$ cat src/rtl/delay_tap_reader_if.sv
// Bus bundle for delay_tap_reader: write/control inputs and the tap outputs.
// The producer/consumer side uses the master modport. The delay block uses the slave modport.
interface delay_tap_reader_if #(
   parameter int WIDTH = 32
);
   logic [WIDTH-1:0] data_in;
   logic             ce;
   logic             flush;
   logic [7:0]       out_pos;
   logic [WIDTH-1:0] data_out;
   logic             out_valid;
   logic [7:0]       fill;
   logic             underrun;

   modport master (
      output data_in, ce, flush, out_pos,
      input  data_out, out_valid, fill, underrun
   );

   modport slave (
      input  data_in, ce, flush, out_pos,
      output data_out, out_valid, fill, underrun
   );
endinterface

$ cat src/rtl/delay_tap_reader.sv
// delay_tap_reader: circular history buffer with a runtime-selectable read tap.
// Each ce writes one word at the head.
// Each ce also registers the word that is p ce-cycles old, where p is out_pos clamped to 1..DEPTH.
// Optional feature macro: DELAY_TAP_UNDERRUN_EN builds the sticky underrun flag.
// Without the macro, underrun is tied to 0.
module delay_tap_reader #(
   parameter int DEPTH = 4,
   parameter int WIDTH = 32
) (
   input  logic                 clk,
   input  logic                 reset,
   delay_tap_reader_if.slave    bus
);
   localparam int         AW      = (DEPTH <= 2) ? 1 : $clog2(DEPTH);
   localparam logic [7:0] DEPTH_B = 8'(DEPTH);

   logic [WIDTH-1:0] mem [DEPTH];
   logic [AW-1:0]    wr_ptr;
   logic [7:0]       fill_q;
   logic [WIDTH-1:0] dout_q;
   logic             vld_q;
   logic [7:0]       tap;
   logic [7:0]       lag;
   logic [AW-1:0]    rd_idx;
   logic [AW-1:0]    wr_nxt;
   logic             adv;

   assign adv = bus.ce && !bus.flush;

   // Clamp the requested tap into 1..DEPTH and derive how far behind the head to read
   always_comb begin
      tap = bus.out_pos;
      if (bus.out_pos == 8'd0)
         tap = 8'd1;
      else if (bus.out_pos > DEPTH_B)
         tap = DEPTH_B;
      lag = tap - 8'd1;
   end

   // Read index = (wr_ptr - lag) mod DEPTH using an explicit wrap compare.
   // The AW-bit modular math is exact because the result is always < DEPTH.
   always_comb begin
      if (8'(wr_ptr) >= lag)
         rd_idx = wr_ptr - AW'(lag);
      else
         rd_idx = wr_ptr + AW'(DEPTH) - AW'(lag);
      wr_nxt = (wr_ptr == AW'(DEPTH - 1)) ? '0 : wr_ptr + AW'(1);
   end

   // Storage array, not reset.
   // The tap read samples the old contents because all updates are non-blocking.
   always_ff @(posedge clk) begin
      if (reset && adv)
         mem[wr_ptr] <= bus.data_in;
   end

   // Head pointer, fill level and registered tap output
   always_ff @(posedge clk) begin
      if (!reset) begin
         wr_ptr <= '0;
         fill_q <= 8'd0;
         dout_q <= '0;
         vld_q  <= 1'b0;
      end else if (bus.flush) begin
         wr_ptr <= '0;
         fill_q <= 8'd0;
         vld_q  <= 1'b0;
      end else if (bus.ce) begin
         wr_ptr <= wr_nxt;
         fill_q <= (fill_q == DEPTH_B) ? DEPTH_B : fill_q + 8'd1;
         dout_q <= (tap == 8'd1) ? bus.data_in : mem[rd_idx];
         vld_q  <= (fill_q >= lag);
      end else begin
         vld_q  <= 1'b0;
      end
   end

`ifdef DELAY_TAP_UNDERRUN_EN
   logic under_q;

   // Sticky flag: a tap reached past stored history; cleared only by flush or reset
   always_ff @(posedge clk) begin
      if (!reset || bus.flush)
         under_q <= 1'b0;
      else if (bus.ce && (fill_q < lag))
         under_q <= 1'b1;
   end

   assign bus.underrun = under_q;
`else
   assign bus.underrun = 1'b0;
`endif

   assign bus.data_out  = dout_q;
   assign bus.out_valid = vld_q;
   assign bus.fill      = fill_q;
endmodule

$ cat src/flat_wrapper.sv
// flat-port wrapper written by rule: the top's interface ports become plain ports
module delay_tap_reader_flat 
#(
   parameter int DEPTH = 4,
   parameter int WIDTH = 32
)
  (clk, reset, bus_data_in, bus_ce, bus_flush, bus_out_pos, bus_data_out, bus_out_valid, bus_fill, bus_underrun);
  delay_tap_reader_if #(.WIDTH(WIDTH)) bus_i ();
  input  logic clk;
  input  logic reset;
  input wire logic [$bits(bus_i.data_in)-1:0] bus_data_in;
  input wire logic [$bits(bus_i.ce)-1:0] bus_ce;
  input wire logic [$bits(bus_i.flush)-1:0] bus_flush;
  input wire logic [$bits(bus_i.out_pos)-1:0] bus_out_pos;
  output wire logic [$bits(bus_i.data_out)-1:0] bus_data_out;
  output wire logic [$bits(bus_i.out_valid)-1:0] bus_out_valid;
  output wire logic [$bits(bus_i.fill)-1:0] bus_fill;
  output wire logic [$bits(bus_i.underrun)-1:0] bus_underrun;
  assign bus_i.data_in = bus_data_in;
  assign bus_i.ce = bus_ce;
  assign bus_i.flush = bus_flush;
  assign bus_i.out_pos = bus_out_pos;
  assign bus_data_out = bus_i.data_out;
  assign bus_out_valid = bus_i.out_valid;
  assign bus_fill = bus_i.fill;
  assign bus_underrun = bus_i.underrun;
  delay_tap_reader #(.DEPTH(DEPTH), .WIDTH(WIDTH)) u_core (.clk(clk), .reset(reset), .bus(bus_i));
endmodule
$ cat config.mk
export PLATFORM = sky130hd
export DESIGN_NAME = delay_tap_reader_flat
export DESIGN_NICKNAME = d
export VERILOG_FILES = /design/src/rtl/delay_tap_reader_if.sv /design/src/rtl/delay_tap_reader.sv /design/src/flat_wrapper.sv
export SDC_FILE = /design/constraint.sdc
export NUM_CORES = 1
export LEC_CHECK = 0
export ABC_AREA = 1
export CORE_MARGIN = 4
export CORE_UTILIZATION = 25
export DETAILED_ROUTE_END_ITERATION = 7
export GPL_ROUTABILITY_DRIVEN = 0
export HOLD_SLACK_MARGIN = 0.12
export SLEW_MARGIN = 10
export SYNTH_ARGS = -nofsm -noshare
export SYNTH_HDL_FRONTEND = slang
export SYNTH_SLANG_ARGS = --single-unit
$ cat constraint.sdc
create_clock -name clk -period 3.6 [get_ports clk]
set_input_delay 0.72 -clock clk [delete_from_list [all_inputs] [get_ports clk]]
set_output_delay 0.72 -clock clk [all_outputs]
set_load 0.05 [all_outputs]
Yosys cells after proc, flatten, opt, wreduce, memory -nomap -nowiden

Memory sizes are Yosys's and may differ from the RTL's. A register that Yosys moved wholly into a read port is not among the register bits.
Cells that the tools add are included.

Word-level logic and storage cells: 29
RAM bits: 128
Output and inout port bits: 42
Bits in registers: 11
Input bits: 44
Memories: 1

Memories:

| name       | depth | bits a word | read ports | clocked after memory_dff | write ports | RTL line               | text |
|---|---|---|---|---|---|---|---|
| u_core.mem | 4     | 32          | 1          | 1                        | 1           | delay_tap_reader.sv:17 | `logic [WIDTH-1:0] mem [DEPTH];` |

Multiplexer cells: 6
Add/subtract/negate cells: 4
Eq/ne operators: 2
Reduce and logical (&&, ||, !) cells: 8
Magnitude comparators: 2
Bitwise logic cells: 3

Operator list:

| kind                | count |
|---|---|
| $mux 8              | 3 |
| $add 8x1->8 const B | 1 |
| $eq 8x3->1 const B  | 1 |
| $ge 8x8->1          | 1 |
| $gt 8x3->1 const B  | 1 |
| $logic_not 8->1     | 1 |
| $sub 8x1->8 const B | 1 |
| $not 1->1           | 3 |
| $reduce_or 3->1     | 1 |
| $add 2x1->2 const B | 1 |
| $eq 2x2->1 const B  | 1 |
| $logic_and 1x1->1   | 2 |
| $logic_not 1->1     | 2 |
| $mux 1              | 2 |
| $mux 2              | 1 |
| $reduce_and 2->1    | 1 |
| $reduce_or 2->1     | 1 |
| $sub 2x2->2         | 1 |

Logic depth before layout (Yosys ltp)

Depth in word-level cells: 5
Gate-level depth with buffers: 15
Mapped depth without buffers: 15

Worst setup path before layout

No wires, ideal clock.

Kind: input to register
Start point: input port bus_ce
End point: memory u_core.mem[3][0], enable pin
Buffers on the path: 1
Stages: 5
Data required time: 3.179 ns
Setup slack: 0.713 ns
Data arrival time: 2.466 ns
Cell sequence: buf_4 -> nand2_2 -> nor2_4 -> inv_1 -> nor2_1

Cells in the longest elaborated chain, start to end: 4

RTL lines:

| what                         | RTL line               | text |
|---|---|---|
| start, declared              | flat_wrapper.sv:12     | `input wire logic [$bits(bus_i.ce)-1:0] bus_ce;` |
| $logic_and 1x1->1            | delay_tap_reader.sv:28 | `assign adv = bus.ce && !bus.flush;` |
| $logic_and 1x1->1            | delay_tap_reader.sv:53 | `if (reset && adv)` |
| $mux 1                       | delay_tap_reader.sv:53 |  |
| $mux 1 (implied by the code) | delay_tap_reader.sv:54 | `mem[wr_ptr] <= bus.data_in;` |
| end, declared                | delay_tap_reader.sv:17 |  |

Every way passes these cells.

Worst setup path in the final report

Start point: input port bus_out_pos[6]
End point: register u_core.dout_q[22], in the netlist u_core.bus.data_out[22] (read register of u_core.mem)

Cells in the longest elaborated chain, start to end: 5

RTL lines:

| what            | RTL line                                       | text |
|---|---|---|
| start, declared | flat_wrapper.sv:14                             | `input wire logic [$bits(bus_i.out_pos)-1:0] bus_out_pos;` |
| $gt 8x3->1      | delay_tap_reader.sv:35                         | `else if (bus.out_pos > DEPTH_B)` |
| $mux 8          | delay_tap_reader.sv:35                         |  |
| $mux 8 (*)      | delay_tap_reader.sv:33                         | `if (bus.out_pos == 8'd0)` |
| $sub 8x1->8 (*) | delay_tap_reader.sv:37                         | `lag = tap - 8'd1;` |
| $sub 2x2->2 (*) | delay_tap_reader.sv:44, delay_tap_reader.sv:46 |  |
| end, declared   | delay_tap_reader.sv:20                         | `logic [WIDTH-1:0] dout_q;` |

Every way passes the cells marked *; elsewhere a longest branch is shown, timed or not.
A chain may end at the register's enable or synchronous reset.

==> results.md <==
* Vias in the first global route at between 5,000 and 6,000
* CTS Root Buffer Type: clkbuf_16
* Via density at between 4 and 5
* CTS tree: built
* NetSw at 1.13 mW
* Hold depth at 2
* Combinational Power Share at between 10% and 20%
* Hold Startpoint: u_core.bus.fill[6]$_SDFFE_PP0P_
* Least-Margin Pin Slew at 0.559 ns
* Pwr per Cell Area at 466 nW/um2
* Final hold vios at 0
* Fillers at between 3,000 and 4,000
* Avg Cell Area, Syn at a little over 10 um2
* FF+latch area at around 4700 um2
* Hold buffers post-CTS at 0
* Ant diodes at 0
* Number of remaining DRC errors at 0
* GRT Overall Usage at 11.5%
* Worst reg2reg startpoint: u_core.wr_ptr[0]$_SDFFE_PP0P_
* Max FO, Critical Path at 38
* Minimum clock period after layout at about 3 ns
* Arrival time worst endpoint at 3.34 ns
* Required @ worst endpoint at about 4 ns
* Cells after Synth at approximately 760
* Library cells used by synthesis at 29
* Netlist Area Pre-Place at a little under 8000 um2
* Delay-heaviest family, CP: simple AND/OR/NAND/NOR gates
* Slowest cell on crit path: ha_2
* FF-to-FF setup slack at between 1.5 and 2 ns
* Die area at approximately 34,000 um2
* Area of the multi-input gates at between 2000 and 3000 um2
* Clk_lat worst skew at 0.42 ns
* WHS Endpoint: u_core.bus.fill[6]$_SDFFE_PP0P_
* LEAKAGE at between 3 and 4 nW
* Clock skew at about 0.0094 ns
* Antenna-violating nets left at 0
* Largest net degree at the start of global routing at 39
* Die height at around 180 um
* Critical path class: input port to flip-flop
* Ports at 86
* Switch share at 24.8%
* Max_cap viols at 0
* Die X at roughly 180 um
* 1st-iter DRT viols at between 200 and 300
* CTS sink count at ~170
* Yosys top cell area share at 49.6%
* DR vias at around 5,400
* First-pass GRT wire length at slightly above 30,000 um
* Hold Crit Class: flip-flop to flip-flop
* Htree depth at 4
* Seq/Total Area, Yosys at 60.8%
* Cts bufs inserted at 17
* Outcome: finished clean
* Initial Util at about a quarter
* Number of port buffers at between 80 and 90
* Pre-antenna DRT Iters at 5
* Row count at 64
* Most Frequent Cell on Critical Path: nor2_1
* Final HPWL DP at 12,000 um
* Synth-to-layout area growth at 25.8%
* Reg2reg end: u_core.bus.data_out[22]$_SDFFE_PN0P_
* Layout cells sized above 1 at between 10% and 20%
* Yosys top cell by area: edfxtp_1
* Crit share post-route at just over 80%
* Fmax at approximately 330 MHz
* Synth Warn # at 0
* Post-CTS sizing at 0
* R2r worst-path depth at 9
* Initial antenna violation count at 2
* Seq pwr share at ~48%
* Internal power at 3.41 mW
* Setup Total Neg Slack at 0 ns
* Final WL at a little under 20,000 um
* Clock buffer depth at 2
* DR WL/cell at between 15 and 20 um
* RSZ-0062 raised after global routing: false
* Clock-pin slew on the worst setup and hold paths at 0.07 ns
* Clock power frac at between 40% and 50%
* Max stage delay on crit path at approximately 0.46 ns
* Slew Viols, Final at 0
* Final setup fails at 0
* Crit-path cells: clkdlybuf4s50_1, or2_2, nor3_1, nand2_1, inv_1, o21ai_0, ha_2, nor2_1, nor2_1, nand3_4, buf_12, nor2_2, nor2_1, a21oi_2
* Nets@finish at 906
* CP startpoint kind: input port
* Area contributors post-synth: edfxtp_1, dfxtp_1, nand2_1, a21oi_2, a21boi_0
* Design Power at 4.54 mW
* Worst setup EP type: flip-flop
* Flops & latches, synth at between 150 and 200
* Core area at just over 30,000 um2
* Crit path buf inv count at 3
* Buffer count from post-CTS setup fixing at 0
* VDD IR-drop max at about 0.00029 V
* GRT Residual Overflow at 0
* Slew margin rel. at between 60% and 70%
[worst max path at each step]
stage / cells after the start / to / from / slack [ns]
after floorplan: 5 / u_core.mem[3][0]$_DFFE_PP_ / bus_ce / 0.71
after global placement: 13 / u_core.bus.data_out[23]$_SDFFE_PN0P_ / bus_out_pos[6] / 0.20
after detailed placement: 14 / u_core.bus.data_out[22]$_SDFFE_PN0P_ / bus_out_pos[6] / 0.12
after CTS: 13 / u_core.bus.data_out[23]$_SDFFE_PN0P_ / bus_out_pos[6] / 0.57
after global routing: 13 / u_core.bus.data_out[27]$_SDFFE_PN0P_ / bus_out_pos[6] / 0.37
final: 14 / u_core.bus.data_out[22]$_SDFFE_PN0P_ / bus_out_pos[6] / 0.61
[Yosys cell counts]
cell type  instances
nand2_2            1
dfxtp_1           43
nand3_1           40
edfxtp_1         128
o21ai_1            2
buf_2             15
a21oi_2           28
ha_1              16
buf_4              4
conb_1             2
nor3_1             2
a211oi_1           1
o21ai_0           36
nand3b_1          32
a21oi_1           13
o21a_1             1
nand2_1          190
inv_1             57
nor2_4             2
inv_2              3
nor2_2            28
or2_2              1
nor2_1            54
xor2_1             4
nand3_4            1
a21boi_0          32
clkbuf_1          17
nand4_1            3
buf_6              3
[final cells by class]
type,count,area share [%]
Inverter,60,2.31
Clock buffer,21,4.73
Multi-Input combinational cell,491,27.3
Tap cell,396,5.09
Timing Repair Buffer,105,10.9
Clock inverter,11,1.35
Sequential cell,171,48.3
[per-layer routing]
metal | wire length [um] | GRT usage [%] | vias up
li1 | - | - | 2706
met1 | 8870 | 15.1 | 2607
met2 | 9370 | 19.2 | 98
met3 | 887 | 2.71 | 21
met4 | 210 | 2.93 | 4
met5 | 22 | 0 | -
[cells in the final DEF, fill, tap and decap left out, drive strengths merged, types with 21 or more instances in the layout]
master           n
a21boi          32
a21oi           41
buf             21
clkbuf          21
clkdlybuf4s50   84
dfxtp           43
edfxtp         128
inv             65
nand2          191
nand3           41
nand3b          32
nor2            84
o21ai           38
[cell families after synthesis]
| family | Yosys count | share of synthesized area, % |
|---|---|---|
| and+or+nand+nor | 354 | 20.8 |
| other | 2 | 0.0970 |
| DFF | 171 | 60.8 |
| adders and majority gates | 16 | 2.59 |
| buffers and inverters | 99 | 5.53 |
| AOI/OAI and AO/OA | 113 | 9.76 |
| xor gates and xnor gates | 4 | 0.452 |
[flip-flops by register name (all words and copies together) (netlist names)]
signal / count
u_core.bus.out_valid: 1
u_core.mem: 128
u_core.wr_ptr: 2
u_core.bus.fill: 8
u_core.bus.data_out: 32
[worst register-to-register path: stages (launching register included)]
cell and delay, ns:
dfxtp_1 0.45, inv_1 0.12, ha_2 0.40, nor2_1 0.06, nor2_1 0.18, nand3_4 0.12, buf_12 0.21, nor2_2 0.11
nor2_1 0.05, a21oi_2 0.15
[power groups by stage]
| stage | clock (mW) | combinational (mW) | sequential (mW) |
|---|---|---|---|
| after floorplan | 0 | 0.223 | 2.31 |
| after global placement | 0 | 0.515 | 2.23 |
| after detailed placement | 0 | 0.521 | 2.23 |
| after CTS | 1.89 | 0.523 | 2.18 |
| after global routing | 1.97 | 0.563 | 2.19 |
| final | 1.84 | 0.513 | 2.18 |
[metrics by stage]
stage | cells | hold slack (ns) | worst slack, ns | area (um2) | utilization (%)
global placement | 1223 | 0.510 | 0.203 | 9150 | 29.9
CTS | 1255 | 0.544 | 0.571 | 9740 | 31.8
finish | 1255 | 0.536 | 0.609 | 9740 | 31.8
global route | 1255 | 0.579 | 0.369 | 9740 | 31.8
floorplan | 761 | 0.526 | 0.713 | 7750 | -
detailed placement | 1223 | 0.526 | 0.120 | 9150 | 29.9
(Power assumes the default switching activity.)
